## src/rtl/core_pkg.sv

```systemverilog
// Shared core definitions: address width and the stack-op encoding used by the control stage.
package core_pkg;

  localparam int unsigned ADDR_W = 32;

  typedef enum logic [1:0] {
    OP_NONE = 2'd0,
    OP_PUSH = 2'd1,
    OP_POP  = 2'd2,
    OP_REPL = 2'd3
  } stack_op_e;

endpackage

```

## src/rtl/stack_ram.sv

```systemverilog
// WIDTH x DEPTH register array: one synchronous write port, one asynchronous read port, no reset.
module stack_ram #(
  parameter int unsigned WIDTH = 32,
  parameter int unsigned DEPTH = 8,
  parameter int unsigned AW    = $clog2(DEPTH)
) (
  input  logic             clk,
  input  logic             we_i,
  input  logic [AW-1:0]    waddr_i,
  input  logic [WIDTH-1:0] wdata_i,
  input  logic [AW-1:0]    raddr_i,
  output logic [WIDTH-1:0] rdata_o
);

  logic [WIDTH-1:0] mem_q [DEPTH];

  always_ff @(posedge clk) begin
    if (we_i) mem_q[waddr_i] <= wdata_i;
  end

  assign rdata_o = mem_q[raddr_i];

endmodule

```

## src/rtl/call_stack.sv

```systemverilog
// Call/return-address stack: pointer, occupancy and sticky flag control around stack_ram.
module call_stack
  import core_pkg::*;
#(
  parameter  int unsigned WIDTH        = ADDR_W,
  parameter  int unsigned DEPTH        = 8,
  parameter  int unsigned WRAP_ON_FULL = 0,
  localparam int unsigned CW           = $clog2(DEPTH + 1)
) (
  input  logic             clk,
  input  logic             rst,
  input  logic             push,
  input  logic             pop,
  input  logic             flush,
  input  logic [WIDTH-1:0] push_data,
  output logic [WIDTH-1:0] stack_out,
  output logic             empty,
  output logic             full,
  output logic [CW-1:0]    count,
  output logic             overflow,
  output logic             underflow
);

  localparam int unsigned PW = $clog2(DEPTH);

  logic [PW-1:0]    sp_q, sp_d;
  logic [CW-1:0]    count_q, count_d;
  logic             ovf_q, ovf_d;
  logic             unf_q, unf_d;
  logic             empty_q, empty_d;
  logic             full_q, full_d;

  logic [PW-1:0]    sp_inc, top;
  logic             we;
  logic [PW-1:0]    waddr;
  logic [WIDTH-1:0] rdata;
  stack_op_e        op;

  // Explicit modulo-DEPTH pointer arithmetic; DEPTH need not be a power of two.
  assign sp_inc = (sp_q == PW'(DEPTH - 1)) ? '0 : sp_q + PW'(1);
  assign top    = (sp_q == '0) ? PW'(DEPTH - 1) : sp_q - PW'(1);

  always_comb begin
    op = OP_NONE;
    if (push && pop && !empty_q) op = OP_REPL;
    else if (push)               op = OP_PUSH;
    else if (pop)                op = OP_POP;
  end

  always_comb begin
    sp_d    = sp_q;
    count_d = count_q;
    ovf_d   = ovf_q;
    unf_d   = unf_q;
    we      = 1'b0;
    waddr   = sp_q;
    if (flush) begin
      sp_d    = '0;
      count_d = '0;
      ovf_d   = 1'b0;
      unf_d   = 1'b0;
    end else begin
      unique case (op)
        OP_PUSH: begin
          if (!full_q) begin
            we      = 1'b1;
            sp_d    = sp_inc;
            count_d = count_q + CW'(1);
          end else begin
            ovf_d = 1'b1;
            // Circular mode overwrites the oldest entry, which sits at sp when full.
            if (WRAP_ON_FULL != 0) begin
              we   = 1'b1;
              sp_d = sp_inc;
            end
          end
        end
        OP_POP: begin
          if (!empty_q) begin
            sp_d    = top;
            count_d = count_q - CW'(1);
          end else begin
            unf_d = 1'b1;
          end
        end
        OP_REPL: begin
          we    = 1'b1;
          waddr = top;
        end
        default: ;
      endcase
    end
    empty_d = (count_d == '0);
    full_d  = (count_d == CW'(DEPTH));
  end

  always_ff @(posedge clk) begin
    if (!rst) begin
      sp_q    <= '0;
      count_q <= '0;
      ovf_q   <= 1'b0;
      unf_q   <= 1'b0;
      empty_q <= 1'b1;
      full_q  <= 1'b0;
    end else begin
      sp_q    <= sp_d;
      count_q <= count_d;
      ovf_q   <= ovf_d;
      unf_q   <= unf_d;
      empty_q <= empty_d;
      full_q  <= full_d;
    end
  end

  stack_ram #(
    .WIDTH (WIDTH),
    .DEPTH (DEPTH),
    .AW    (PW)
  ) u_ram (
    .clk     (clk),
    .we_i    (we && rst),
    .waddr_i (waddr),
    .wdata_i (push_data),
    .raddr_i (top),
    .rdata_o (rdata)
  );

  assign stack_out = empty_q ? '0 : rdata;
  assign empty     = empty_q;
  assign full      = full_q;
  assign count     = count_q;
  assign overflow  = ovf_q;
  assign underflow = unf_q;

endmodule
```

## config.mk

```make
export PLATFORM = sky130hd
export DESIGN_NAME = call_stack
export DESIGN_NICKNAME = d
export VERILOG_FILES = /design/src/rtl/core_pkg.sv /design/src/rtl/stack_ram.sv /design/src/rtl/call_stack.sv
export SDC_FILE = /design/constraint.sdc
export NUM_CORES = 1
export LEC_CHECK = 0
export CELL_PAD_IN_SITES_DETAIL_PLACEMENT = 1
export CELL_PAD_IN_SITES_GLOBAL_PLACEMENT = 1
export CORE_UTILIZATION = 50
export CTS_BUF_LIST = sky130_fd_sc_hd__clkbuf_4
export DETAILED_ROUTE_END_ITERATION = 10
export HOLD_SLACK_MARGIN = 0.15
export PLACE_DENSITY = 0.78
export REMOVE_ABC_BUFFERS = 1
export SLEW_MARGIN = 5
export SYNTH_ARGS = -nofsm -noshare
export SYNTH_HDL_FRONTEND = slang
export SYNTH_SLANG_ARGS = --single-unit
```

## constraint.sdc

```tcl
create_clock -name clk -period 9.6 [get_ports clk]
set_input_delay 1.92 -clock clk [delete_from_list [all_inputs] [get_ports clk]]
set_output_delay 1.92 -clock clk [all_outputs]
set_load 0.01 [all_outputs]
```

==> results by group <==
Status
  – Outcome: complete, no violations

STA
  – Slew HR: 43.3%
  – Hold Vio Cnt, Final: 0
  – Period utilization: 62.8%
  – Worst Tran Pin Value: 0.846 ns
  – Fmax: 166 MHz
  – RSZ-0062 raised after global routing: false
  – Worst Skew: 0.0421 ns
  – Setup ws final: 3.57 ns
  – Final Max Tran Viols: 0
  – Final TNS setup: 0 ns
  – Worst hold slack: 0.486 ns
  – Setup Viol. Count Final: 0
  – Period minus WS final: 6.03 ns

Power
  – Leakage: 4.10 nW
  – Logic pwr share: 7.3%
  – Net Sw Frac: 22.4%
  – VDD IR max: 0.113 mV
  – PwrDens: 192 nW/µm²
  – Internal power: 1.88 mW
  – Sequential share of power: 53.4%
  – Psw: 541 µW
  – Clock Power Share: 39.3%

Setup path
  – CP Launch Type: flop
  – Worst path cell trace: inv_2 -> ha_4 -> buf_4 -> mux4_2 -> nand2_1 -> a21oi_2 -> clkdlybuf4s50_1
  – Worst R2R Path Depth: 5
  – WP depth: 7
  – Crit Path Class: flop to primary output
  – Worst EP arrival: 4.11 ns
  – CP max stage delay: 0.75 ns
  – Crit. End Element: primary output
  – Cell with the largest stage delay on the worst path: ha_4
  – CP max FO: 34
  – CP delay by family, top: buffers and inverters
  – Crit path buf inv count: 3
  – CP Data Required Time: 7.68 ns

Synth
  – Post-Syn Area: 10700 µm²
  – Average footprint of a synthesized cell: 19.6 µm²
  – Area share of the largest cell type after synthesis: 71.8%
  – EDFF count, synth: 256
  – Count of cell types in the netlist: 46
  – Seq cells post-synth: 267
  – Post-synth ARST share: 0%
  – Synth Warn #: 0
  – Sequential share of the synthesized area: 73.8%
  – Post-Syn Instances: 545
  – Synth Flop Type: edfxtp_1
  – Synth area leaders: edfxtp_1, mux4_2, nand2_1
  – Synth area leader: edfxtp_1

Route
  – Vias: 5684
  – Residual DRC: 0
  – 1st-iter DRT viols: 330
  – Drt first pass iters: 6
  – WL final: 23.4 mm
  – WL/cell: 23.5 µm
  – Routed Antenna Nets: 0
  – Post-detailed-route via-to-cell ratio: 5.70

Layout
  – Commonest non-fill, non-tap cells in the layout: edfxtp_1, clkbuf_4, clkdlybuf4s50_1
  – Most common cell after layout, fill and taps aside: edfxtp_1
  – Final net count: 718
  – Syn-to-layout area delta: 17.8%
  – Layout cells sized above 1: 31.6%
  – Post-Layout Inst Area: 12600 µm²

Hold path
  – Worst Hold Class: flop to flop
  – Worst Hold Path Cells: 2

Floorplan
  – Die ar.: 22000 µm²
  – Cell Rows: 53
  – IO Pins: 77
  – Die W: 148 µm
  – Die H: 148 µm
  – Core Area: 21000 µm²
  – Initial Util: 50.9%

CTS
  – Max clock buf depth: 3
  – CTS tree: done
  – Post_cts resized: 0
  – CTS clock-pin slew for the worst setup and hold paths: 0.07 ns
  – Cts bufs inserted: 68
  – H-tree levels: 3
  – Root Buffer Master: clkbuf_4
  – Clock Latency Late Sink: 0.66 ns
  – Clock Sinks: 267
  – Hold Buf Count CTS: 0
  – Setup Buffers After CTS: 0

Global routing
  – Global-route wire length before repair: 35.7 mm
  – Total grt overflow: 0
  – Number of global-route vias before repair: 6267
  – Pin count of the biggest net entering global routing: 47
  – Total track usage: 22.3%
  – Number of antenna violations at the first check in global routing: 0

Placement
  – Post-DP HPWL: 13.7 mm
  – Port bufs: 76
  – Place WS: 4.19 ns
  – Placed cell areas: 11800 µm²
  – Routability Congestion: 0.754

Job
  – Max-Cap Viols: 0
## state kept, by name (all words and copies together) (netlist names)
register	flops
full	1
count	4
empty	1
u_ram.mem_q	256
overflow	1
underflow	1
sp_q	3
## Yosys cell counts (all sizes together) (3+ instances only)
master and count:
edfxtp 256, nand2 67, mux4 64, a21oi 39, buf 24, nor2 18, dfxtp 11, inv 7
ha 6, nor2b 6, clkbuf 5, o21ai 5, nor3 4, a211oi 3, mux2i 3, nand2b 3
nand3 3, xnor2 3
## worst paths after layout
check / start / to / slack [ns]
max: sp_q[0] / stack_out[14] / 3.57
min: overflow / overflow / 0.49
max reg2reg: sp_q[0] / u_ram.mem_q[1][14] / 6.34
min reg2reg: overflow / overflow / 0.49
## metrics by stage
stage                     power (mW)  std cells  util, %
after CTS                       2.45        997     60.0
after floorplan                 1.42        516        -
after global routing            2.51        997     60.0
final                           2.42        998     60.0
after global placement          1.49        880     55.9
after detailed placement        1.50        880     55.9
## power by group through the flow
stage | logic (mW) | clock network [mW] | registers, mW
finish | 0.177 | 0.950 | 1.29
global route | 0.191 | 1.03 | 1.29
CTS | 0.180 | 0.977 | 1.29
detailed placement | 0.180 | 0 | 1.32
global placement | 0.172 | 0 | 1.32
floorplan | 0.103 | 0 | 1.32
## kinds of logic (layout without fill, tap and decap cells)
| logic type | after synthesis | after routing | synth area share (%) |
|---|---|---|---|
| flops | 267 | 267 | 73.8 |
| simple gates | 107 | 107 | 4.74 |
| mux | 68 | 68 | 14.0 |
| compound gates | 57 | 57 | 3.72 |
| buf+inv | 36 | 213 | 2.57 |
| fa+ha+maj | 6 | 6 | 0.701 |
| xor+xnor | 4 | 4 | 0.467 |
| other cells | 0 | 1 | 0 |
## cell type report
| cell class | count | area, µm² |
|---|---|---|
| Tap cell | 275 | 344 |
| Inverter | 7 | 26.3 |
| Clock inverter | 15 | 87.6 |
| Sequential cell | 267 | 7910 |
| Clock buffer | 102 | 766 |
| Multi-Input combinational cell | 242 | 2620 |
| Antenna cell | 1 | 2.50 |
| Timing Repair Buffer | 89 | 858 |
| Fill cell | 1862 | 8410 |
## worst min-delay path, cell delays in order, from the launching register on
cell,delay [ns]
dfxtp_1,0.34
a31oi_1,0.04
nor2_1,0.07
## layer usage
metal	global-route usage, %	wire, µm	vias to the layer above
met5	0	0	-
met3	5.21	1490	37
met1	28.2	9630	2992
met2	38.1	11900	178
li1	-	-	2477
met4	7.68	409	0
(Power assumes the default switching activity.)
==> edit, RTL diff (same settings) <==
`DEPTH` is set to 8 in 2 places; all go to 4.
--- a/src/rtl/stack_ram.sv
+++ b/src/rtl/stack_ram.sv
@@ -1,7 +1,7 @@
 // WIDTH x DEPTH register array: one synchronous write port, one asynchronous read port, no reset.
 module stack_ram #(
   parameter int unsigned WIDTH = 32,
-  parameter int unsigned DEPTH = 8,
+  parameter int unsigned DEPTH = 4,
   parameter int unsigned AW    = $clog2(DEPTH)
 ) (
   input  logic             clk,
--- a/src/rtl/call_stack.sv
+++ b/src/rtl/call_stack.sv
@@ -3,7 +3,7 @@
   import core_pkg::*;
 #(
   parameter  int unsigned WIDTH        = ADDR_W,
-  parameter  int unsigned DEPTH        = 8,
+  parameter  int unsigned DEPTH        = 4,
   parameter  int unsigned WRAP_ON_FULL = 0,
   localparam int unsigned CW           = $clog2(DEPTH + 1)
 ) (
Ports: changed (resized count); port bits go from 77 to 76. No check against the original RTL was run, so the function may have changed too.
==> edit against the unedited design <==
Sequential share of layout area decreased by 2.3 points. Area after synthesis decreased by 49%. Highest routed layer unchanged. Worst setup slack improved by 840 ps. Largest power group unchanged. Cell count decreased by 46%. Design area decreased by 47%. Critical path depth decreased by 2. Wire length decreased by 51%. Worst hold slack improved by 4.4 ps. Non-clock buffer count decreased by 12. Power decreased by 52%. Sequential cell count decreased by 130. Combinational power decreased by 38%. Critical endpoint is now stack_out[25]. Register-to-register slack improved by 160 ps.
==> edit: results (changes against the unedited design) <==
* Status: completed (unchanged)
* Worst slack after detailed placement: 4960 ps (was 4190 ps)
* Yosys reg bits: 137 (was 267)
- The maximum fanout count along the critical path is 53 (was 34).
- Compound-cell area share of the yosys netlist: 7.18% (was 3.72%)
* Clock buffer and inverter area fraction after layout: 4.37% (was 6.77%)
* Count of unique library cells instantiated by Yosys: 34 (was 46)
* Maximum resistive drop on vdd: 106 uV (was 113 uV)
- Inverter count of the layout excluding clock inverters: 5 (was 7)
* Final Wtd Congestion: 0.697 (was 0.754)
- Multi-input gate area: 0.00139 mm^2 (was 0.00262 mm^2)
- CP delay by family, top: adder cells (was buffers and inverters)
- Internal power: 0.000894 W (was 0.00188 W)
- The share of synthesized cell area in full adder, half adder and majority cells is 0.908% (was 0.701%).
- # port buffers: 75 (was 76)
- Synth Instances: 318 (was 545)
* P_leak: 2.05 nW (was 4.10 nW)
- XOR/XNOR share of the synthesized area: 0.613% (was 0.467%)
- Slew margin rel.: 26.1% (was 43.3%)
- The maximum number of pins on one net before global-route repair is 54 (was 47).
- The area occupied by registers is 0.00403 mm^2 (was 0.00791 mm^2).
* Stage delay of the slowest cell on the critical path: 1060 ps (was 750 ps)
* Overall routed net length: 11400 um (was 23400 um)
- Share of the final layout cell area in multi-input gates: 20.9% (was 20.8%)
- Clk buf depth: 2 (was 3)
- Initial antenna violation count: 1 (was 0)
* Global router's overall resource usage: 21.6% (was 22.3%)
* Number of detailed-route iterations in the first pass: 4 (was 6)
- The area of placed instances was 0.00637 mm^2 (was 0.0118 mm^2).
- Comb_multi_in: 155 (was 242)
- The number of filler cells placed in the layout is 947 (was 1862).
- Flip-flop count of the largest register after layout: 128 (was 256)
- Met2 global-route usage: 35.6% (was 38.1%)
- Met3 routing resource usage after global routing: 5.78% (was 5.21%)
- The clock buffer instance count of the final layout was 18 (was 102).
- The detailed placement HPWL is 6850 um (was 13700 um).
- The slowest cell on the critical path was ha_2 (was ha_4).
* Met2 routed WL: 5930 um (was 11900 um)
[edit: cell count changes after synthesis, sizes merged, moves of 3 or more]
cell and change:
a211oi +37, a21oi -35, buf -14, clkbuf +6, edfxtp -128, mux2i +18, mux4 -51, nand2 -64
nand3 -3, nor2 -7, nor2b +32, nor3 -4
[edit: power by group through the flow]
stage          logic [W]  registers, W  clock network, W
2_1_floorplan  0.0000474      0.000683                 0
3_3_place_gp    0.000106      0.000679                 0
3_5_place_dp    0.000109      0.000679                 0
4_1_cts         0.000110      0.000666          0.000391
5_1_grt         0.000117      0.000667          0.000413
6_report        0.000109      0.000666          0.000387
[edit: worst paths after layout]
kind / depth (start not counted) / start / slack, ps / endpoint
setup reg to reg: 6 / sp_q[1] / 6500 / u_ram.mem_q[1][23]
hold / removal: 2 / underflow / 490 / underflow
setup / recovery: 5 / sp_q[1] / 4420 / stack_out[25]
hold reg to reg: 2 / underflow / 490 / underflow
